[config.mk]
export PLATFORM = sky130hd
export DESIGN_NAME = cic_rate_ctrl
export DESIGN_NICKNAME = d
export VERILOG_FILES = /design/src/rtl/cic_rate_ctrl.sv
export SDC_FILE = /design/constraint.sdc
export NUM_CORES = 1
export LEC_CHECK = 0
export CAP_MARGIN = 20
export CORE_MARGIN = 5
export CORE_UTILIZATION = 31
export DETAILED_ROUTE_END_ITERATION = 10
export PLACE_DENSITY = 0.66
export SYNTH_ARGS = -nofsm -noshare
export SYNTH_HDL_FRONTEND = slang
export SYNTH_SLANG_ARGS = --single-unit
[constraint.sdc]
create_clock -name clk -period 1.8 [get_ports clk]
set_clock_uncertainty 0.2 [all_clocks]
set_input_delay 0.27 -clock clk [delete_from_list [all_inputs] [get_ports clk]]
set_output_delay 0.27 -clock clk [all_outputs]
set_load 0.01 [all_outputs]
[src/rtl/cic_rate_ctrl.sv]
`default_nettype none
// +------------------------------------------------------------------------+
// | cic_rate_ctrl : CIC decimator ratio/reset sequencer and sample stream  |
// | Revision      : 1.0                                                    |
// +------------------------------------------------------------------------+
module cic_rate_ctrl #(
  parameter int DEF_RATIO      = 64,
  parameter int MIN_RATIO      = 2,
  parameter int MAX_RATIO      = 4096,
  parameter int FLUSH_CYCLES   = 8,
  parameter int SETTLE_SAMPLES = 6
) (
  input  logic              clk,
  input  logic              rst,
  input  logic              enable,
  input  logic              cfg_valid,
  input  logic [15:0]       cfg_ratio,
  output logic              cfg_ready,
  output logic              cfg_err,
  output logic              cic_rst,
  output logic [15:0]       cic_ratio,
  input  logic              cic_d_clk,
  input  logic signed [7:0] cic_d_out,
  output logic              smp_valid,
  output logic signed [7:0] smp_data,
  input  logic              smp_ready,
  output logic              running,
  output logic [7:0]        drop_cnt
);

  localparam int FCW = $clog2(FLUSH_CYCLES + 1);
  localparam int SCW = $clog2(SETTLE_SAMPLES + 1);

  typedef enum logic [1:0] {
    ST_IDLE   = 2'd0,
    ST_FLUSH  = 2'd1,
    ST_SETTLE = 2'd2,
    ST_RUN    = 2'd3
  } state_t;

  state_t         state;
  state_t         state_nxt;
  logic [FCW-1:0] flush_cnt;
  logic [SCW-1:0] settle_cnt;
  logic           dclk_q;
  logic           dclk_rise;
  logic           xfer;
  logic           ratio_ok;
  logic           run_hold;

  assign dclk_rise = cic_d_clk & ~dclk_q;
  assign xfer      = cfg_valid & cfg_ready;
  assign ratio_ok  = ({16'd0, cfg_ratio} >= 32'(MIN_RATIO)) &&
                     ({16'd0, cfg_ratio} <= 32'(MAX_RATIO));
  assign run_hold  = (state == ST_RUN) && (state_nxt == ST_RUN);

  // Dropping enable beats everything; an accepted ratio restarts the flush.
  always_comb begin
    state_nxt = state;
    case (state)
      ST_IDLE:   state_nxt = ST_FLUSH;
      ST_FLUSH:  if (flush_cnt == FCW'(FLUSH_CYCLES - 1)) state_nxt = ST_SETTLE;
      ST_SETTLE: if (dclk_rise && settle_cnt == SCW'(1)) state_nxt = ST_RUN;
      default:   state_nxt = ST_RUN;
    endcase
    if (xfer && ratio_ok && (state == ST_SETTLE || state == ST_RUN))
      state_nxt = ST_FLUSH;
    if (!enable)
      state_nxt = ST_IDLE;
  end

  always_ff @(posedge clk) begin
    if (rst) begin
      state      <= ST_IDLE;
      flush_cnt  <= '0;
      settle_cnt <= SCW'(SETTLE_SAMPLES);
      dclk_q     <= 1'b0;
      cic_rst    <= 1'b1;
      cic_ratio  <= 16'(DEF_RATIO);
      cfg_ready  <= 1'b1;
      cfg_err    <= 1'b0;
      smp_valid  <= 1'b0;
      smp_data   <= '0;
      running    <= 1'b0;
      drop_cnt   <= '0;
    end else begin
      state     <= state_nxt;
      dclk_q    <= cic_d_clk;
      cfg_err   <= xfer & ~ratio_ok;
      cic_rst   <= (state_nxt == ST_IDLE) || (state_nxt == ST_FLUSH);
      running   <= (state_nxt == ST_RUN);
      cfg_ready <= (state_nxt != ST_FLUSH);

      if (xfer && ratio_ok)
        cic_ratio <= cfg_ratio;

      if (state == ST_FLUSH && state_nxt == ST_FLUSH)
        flush_cnt <= flush_cnt + FCW'(1);
      else
        flush_cnt <= '0;

      if (state != ST_SETTLE)
        settle_cnt <= SCW'(SETTLE_SAMPLES);
      else if (dclk_rise)
        settle_cnt <= settle_cnt - SCW'(1);

      // Single-entry buffer: a fresh sample never overwrites an unconsumed one.
      if (run_hold) begin
        if (dclk_rise) begin
          if (!smp_valid || smp_ready) begin
            smp_data  <= cic_d_out;
            smp_valid <= 1'b1;
          end else if (drop_cnt != 8'hFF) begin
            drop_cnt <= drop_cnt + 8'd1;
          end
        end else if (smp_ready) begin
          smp_valid <= 1'b0;
        end
      end else begin
        smp_valid <= 1'b0;
      end
    end
  end

endmodule
`default_nettype wire
Word-level counts from Yosys, hierarchy flattened. Cells that the tools add are included.

Bits in registers: 47. Logic and storage cells: 63.

Add/sub/neg operators: 3. Magnitude comparators: 2. Equal/unequal tests: 11. Multiplexer cells: 8. Bitwise operators: 8. Reduce and logical (&&, ||, !) cells: 19.

Operator list (count): $ge A16 B2 Y1 const B (1); $le A16 B13 Y1 const B (1); $add A8 B1 Y8 const B (1); $mux W2 (4); $ne A8 B8 Y1 const B (1); $eq A2 B2 Y1 const B (3); $logic_and A1 B1 Y1 (6); $pmux W2 S3 (1); $reduce_or A2 Y1 (3); $not A1 Y1 (5); $add A4 B1 Y4 const B (1); $eq A2 B1 Y1 const B (2); $eq A4 B3 Y1 const B (1); $logic_not A2 Y1 (2); $ne A2 B1 Y1 const B (2); $reduce_and A4 Y1 (1); $and A1 B1 Y1 (3); $eq A3 B1 Y1 const B (1); $logic_or A1 B1 Y1 (3); $mux W1 (3); $reduce_and A3 Y1 (1); $sub A3 B1 Y3 const B (1); $ne A2 B2 Y1 const B (1); $reduce_and A2 Y1 (1); 2 further kinds (2).

Depth between registers and ports, before layout. Gate-level depths: netlist (run 1).

Depth after elaboration: 11. Gate-level depth with buffers: 7. Gate-level depth less buffers: 6.

Worst setup path before layout (run 1). Ideal clock, no wire load.

Kind: register to register. Start point: reg drop_cnt[0]. End point: reg drop_cnt[3]. Setup time: 0.070 ns. Data arrival time: 1.667 ns. Setup slack: -0.138 ns. Cell stages (with the launch flop): 8. Cell sequence: dfxtp_1 ha_1 nand3_1 o21ai_1 or2_1 buf_6 or4_1 a21oi_1.

Word-level cells in the longest chain between the ends: 2. Elaborated cells on any way between the ends: 3. Those cells by class: add/sub (1); eq/ne (1); reduce/logical (1).

RTL lines: start: declaration (RTL line 28) `output logic [7:0] drop_cnt`; start signal: assignment (RTL line 114) `drop_cnt <= drop_cnt + 8'd1;`; branches (longest 2 deep; another with $add A8 B1 Y8).

Parallel ways; which one is timed is not known. A chain may end at the register's enable or synchronous reset.

Final worst setup path (run 1).
Start point: reg drop_cnt[0]. End point: reg drop_cnt[5].

Same word-level chain as after synthesis.

==> flow_summary.toml, run 1 <==
[cts]
cts_hold_buffers = 0
cts_sinks = 47
cts-root-buf = "clkbuf_8"
cts_buffers = 5
clk_pin_slew_ps = 80
cts_tree = "yes"
htreeDepth = 2
clockBufferDepth = 2
clkLatencyLatePin_ps = 300

[worst_setup_path]
endpoint_kind = "flop"
worst-path-max-fanout = 4
cp_data_arrival_time_ps = 1860
path_class = "reg2reg"
start_kind = "flop"
worstPathRequired_ps = 1790

[layout]
fillCellCount = 611
fin_nets = 353
drive_gt1_share_pct = 27.9
synthToLayoutAreaGrowth_pct = 60.1
stdcell_count = 396
n_antenna_cell = 0

[die]
io_pins = 67
rows = 29
die_y_um = 91.9
die_area_um2 = 8440
die_w_um = 91.9
start_util_pct = 32.4
core_um2 = 6420

[power]
p_clk_share_pct = 38.1
p_sw_share_pct = 21.6
share_comb_of_total_power_pct = 8.8
p_sw_mw = 0.428
p_int_mw = 1.56
total_power_mw = 1.98
peakVddDrop_uv = 306
seqPwrFrac_pct = 53.1
p_leak_nw = 1.45
powerDensity_nw_per_um2 = 596

[timing]
setup_viol_count_final = 6
post-route-min-period_ps = 1870
relSlewSlack_pct = 77.9
fmax_ghz = 0.534
hold_viol = 0
rsz0062_at_grt = "yes"
min_period_over_period_pct = 104
fin_setup_tns_ps = -175
slew_viol_final = 0
worstMarginPinSlew_ps = 331
postLayoutSetupSlackWorst_ps = -72.8
holdWs_ps = 74.6

[placement]
dp_cells = 380
io_buffers = 66
hpwl_mm = 3.94
gp_congestion = 0.756

[yosys]
postSynthAreaPerCell_um2 = 9.85
synth_seq_area_share_pct = 45.3
syn_inst = 211
yosysUniqueCellTypes = 47
ys_ff_latch = 47
netlist_area_um2 = 2080
synth-edff-count = 0
ys.flop_type = "dfxtp_1"
synthArstFlopShare_pct = 0
ys_warn_count = 0
synth_nets = 245

[grt]
grt-ovfl-total = 0
grt_usage_pct = 12.5
antenna_found_initial = 0
grt_pass1_vias = 1903
grt_start_max_net_pins = 32
grt_pass1_wl_mm = 8.78

[route]
wl_per_cell_um = 13.8
vias = 1888
via_per_inst = 4.77
drcViolationCount = 0
drt.antenna.violating_nets = 0
drtIter0Drc = 38
drt_pass1_iterations = 4
wirelength_mm = 5.47

[flow_run]
drv_cap = 0

[run_status]
violations = "negative setup slack"
status = "complete, but fails checks"

[hold_path]
hp-class = "in2reg"
[cells in the final DEF, fill, tap and decap left out, drive strengths merged, types with 2 or more instances in the layout]
| cell type | instances |
|---|---|
| buf | 48 |
| dfxtp | 47 |
| clkdlybuf4s50 | 42 |
| mux2i | 23 |
| nor2 | 20 |
| nand2b | 18 |
| dlygate4sd2 | 10 |
| inv | 8 |
| a21oi | 8 |
| o21ai | 7 |
| nand3 | 7 |
| nand2 | 6 |
| nor2b | 6 |
| and2 | 6 |
| clkbuf | 6 |
| or4 | 5 |
| dlymetal6s2s | 4 |
| nor3 | 4 |
| ha | 4 |
| nand3b | 3 |
| xnor2 | 3 |
| clkdlybuf4s15 | 3 |
| or3 | 3 |
| mux2 | 3 |
| nor4 | 2 |
| o31ai | 2 |
| nor3b | 2 |
| o211ai | 2 |
| and3 | 2 |
| nand4 | 2 |
| or2 | 2 |
[registers in the layout (all words and copies together) (netlist names)]
name,count
running,1
state,2
settle_cnt,3
cic_rst,1
smp_valid,1
cic_ratio,16
flush_cnt,4
cfg_ready,1
drop_cnt,8
dclk_q,1
cfg_err,1
smp_data,8
[power by group through the flow]
stage          registers [mW]  logic (mW)  clock network [mW]
3_5_place_dp             1.08       0.183                   0
4_1_cts                  1.05       0.172               0.791
6_report                 1.05       0.174               0.755
2_1_floorplan            1.08      0.0550                   0
5_1_grt                  1.06       0.188               0.824
3_3_place_gp             1.08       0.182                   0
[cell families after synthesis]
kind of cell | after synthesis | share of synthesized area, %
compound gates | 24 | 7.10
xor+xnor | 3 | 1.26
fa+ha+maj | 4 | 2.41
buf+inv | 16 | 3.49
flops | 47 | 45.3
mux | 25 | 12.8
simple gates | 92 | 27.6
[final cells by class]
class	count	area [um2]	area share (%)
clock buffer	5	68.8	2.07
inverter	8	30.0	0.902
clock inverter	2	37.5	1.13
tap	77	96.3	2.89
timing repair buffer	108	962	28.9
sequential	47	950	28.5
multi-input combinational	149	1180	35.6
[stage by stage]
step	instance area [um2]	setup slack, ps	util (%)
finish	3330	-72.8	51.8
CTS	3250	-93.5	50.7
global placement	3090	-632	48.2
detailed placement	3090	-638	48.2
floorplan	2120	-52.5	-
global route	3330	-147	51.8
[path summary, 6_finish.rpt]
check,slack [ps],end,depth (start not counted),start
max,-70,drop_cnt[5],6,drop_cnt[0]
min,70,cic_ratio[7],3,cfg_ratio[7]
max reg2reg,-70,drop_cnt[5],6,drop_cnt[0]
min reg2reg,260,flush_cnt[0],1,flush_cnt[0]
[cell usage after synthesis (all sizes together), types with 2 or more instances]
master  instances  area, um2
a21oi           8       40.0
nor4            2       25.0
xnor2           3       26.3
o21ai           7       35.0
or2             2       12.5
nand2b         18        113
and2            6       37.5
o211ai          2       15.0
nand4           2       27.5
nor2b           6       45.0
mux2i          22        233
nor2           20       75.1
o31ai           2       15.0
clkbuf          5       18.8
nor3b           2       15.0
nand2           6       22.5
or3             3       18.8
or4             5       37.5
nand3           7       40.0
dfxtp          47        941
inv             8       30.0
buf             3       23.8
mux2            3       33.8
nand3b          3       22.5
nor3            4       36.3
and3            2       12.5
ha              4       50.1
[repair_timing]
action                                  CTS  global route
setup buffers                             3             5
resized for setup                        53            17
cloned                                    1             0
endpoints found under the hold margin     0             0
endpoints found under the setup margin   41            19
pin swaps                                14            11
[layer usage]
layer | part of all wire (%) | routed length [um] | track usage [%]
met1 | 45 | 2490 | 15.9
met2 | 48 | 2600 | 20.5
met3 | 6.1 | 333 | 4.34
met4 | 0.93 | 51 | 2.97
met5 | 0 | 0 | 0
[worst max-delay path, cell delays in order, from the launching register on]
cell and delay [ps]:
dfxtp_2 340, ha_4 170, nand3_2 80, o21ai_2 70, or4_1 470, nor2_1 120
mux2_1 320
(Power assumes the default switching activity.)
==> inputs of run 2 (changes only) <==
- CTS_CLUSTER_DIAMETER: default -> 200
==> results of run 2 <==
The final DEF is identical to that of run 1; final timing and power are the same.
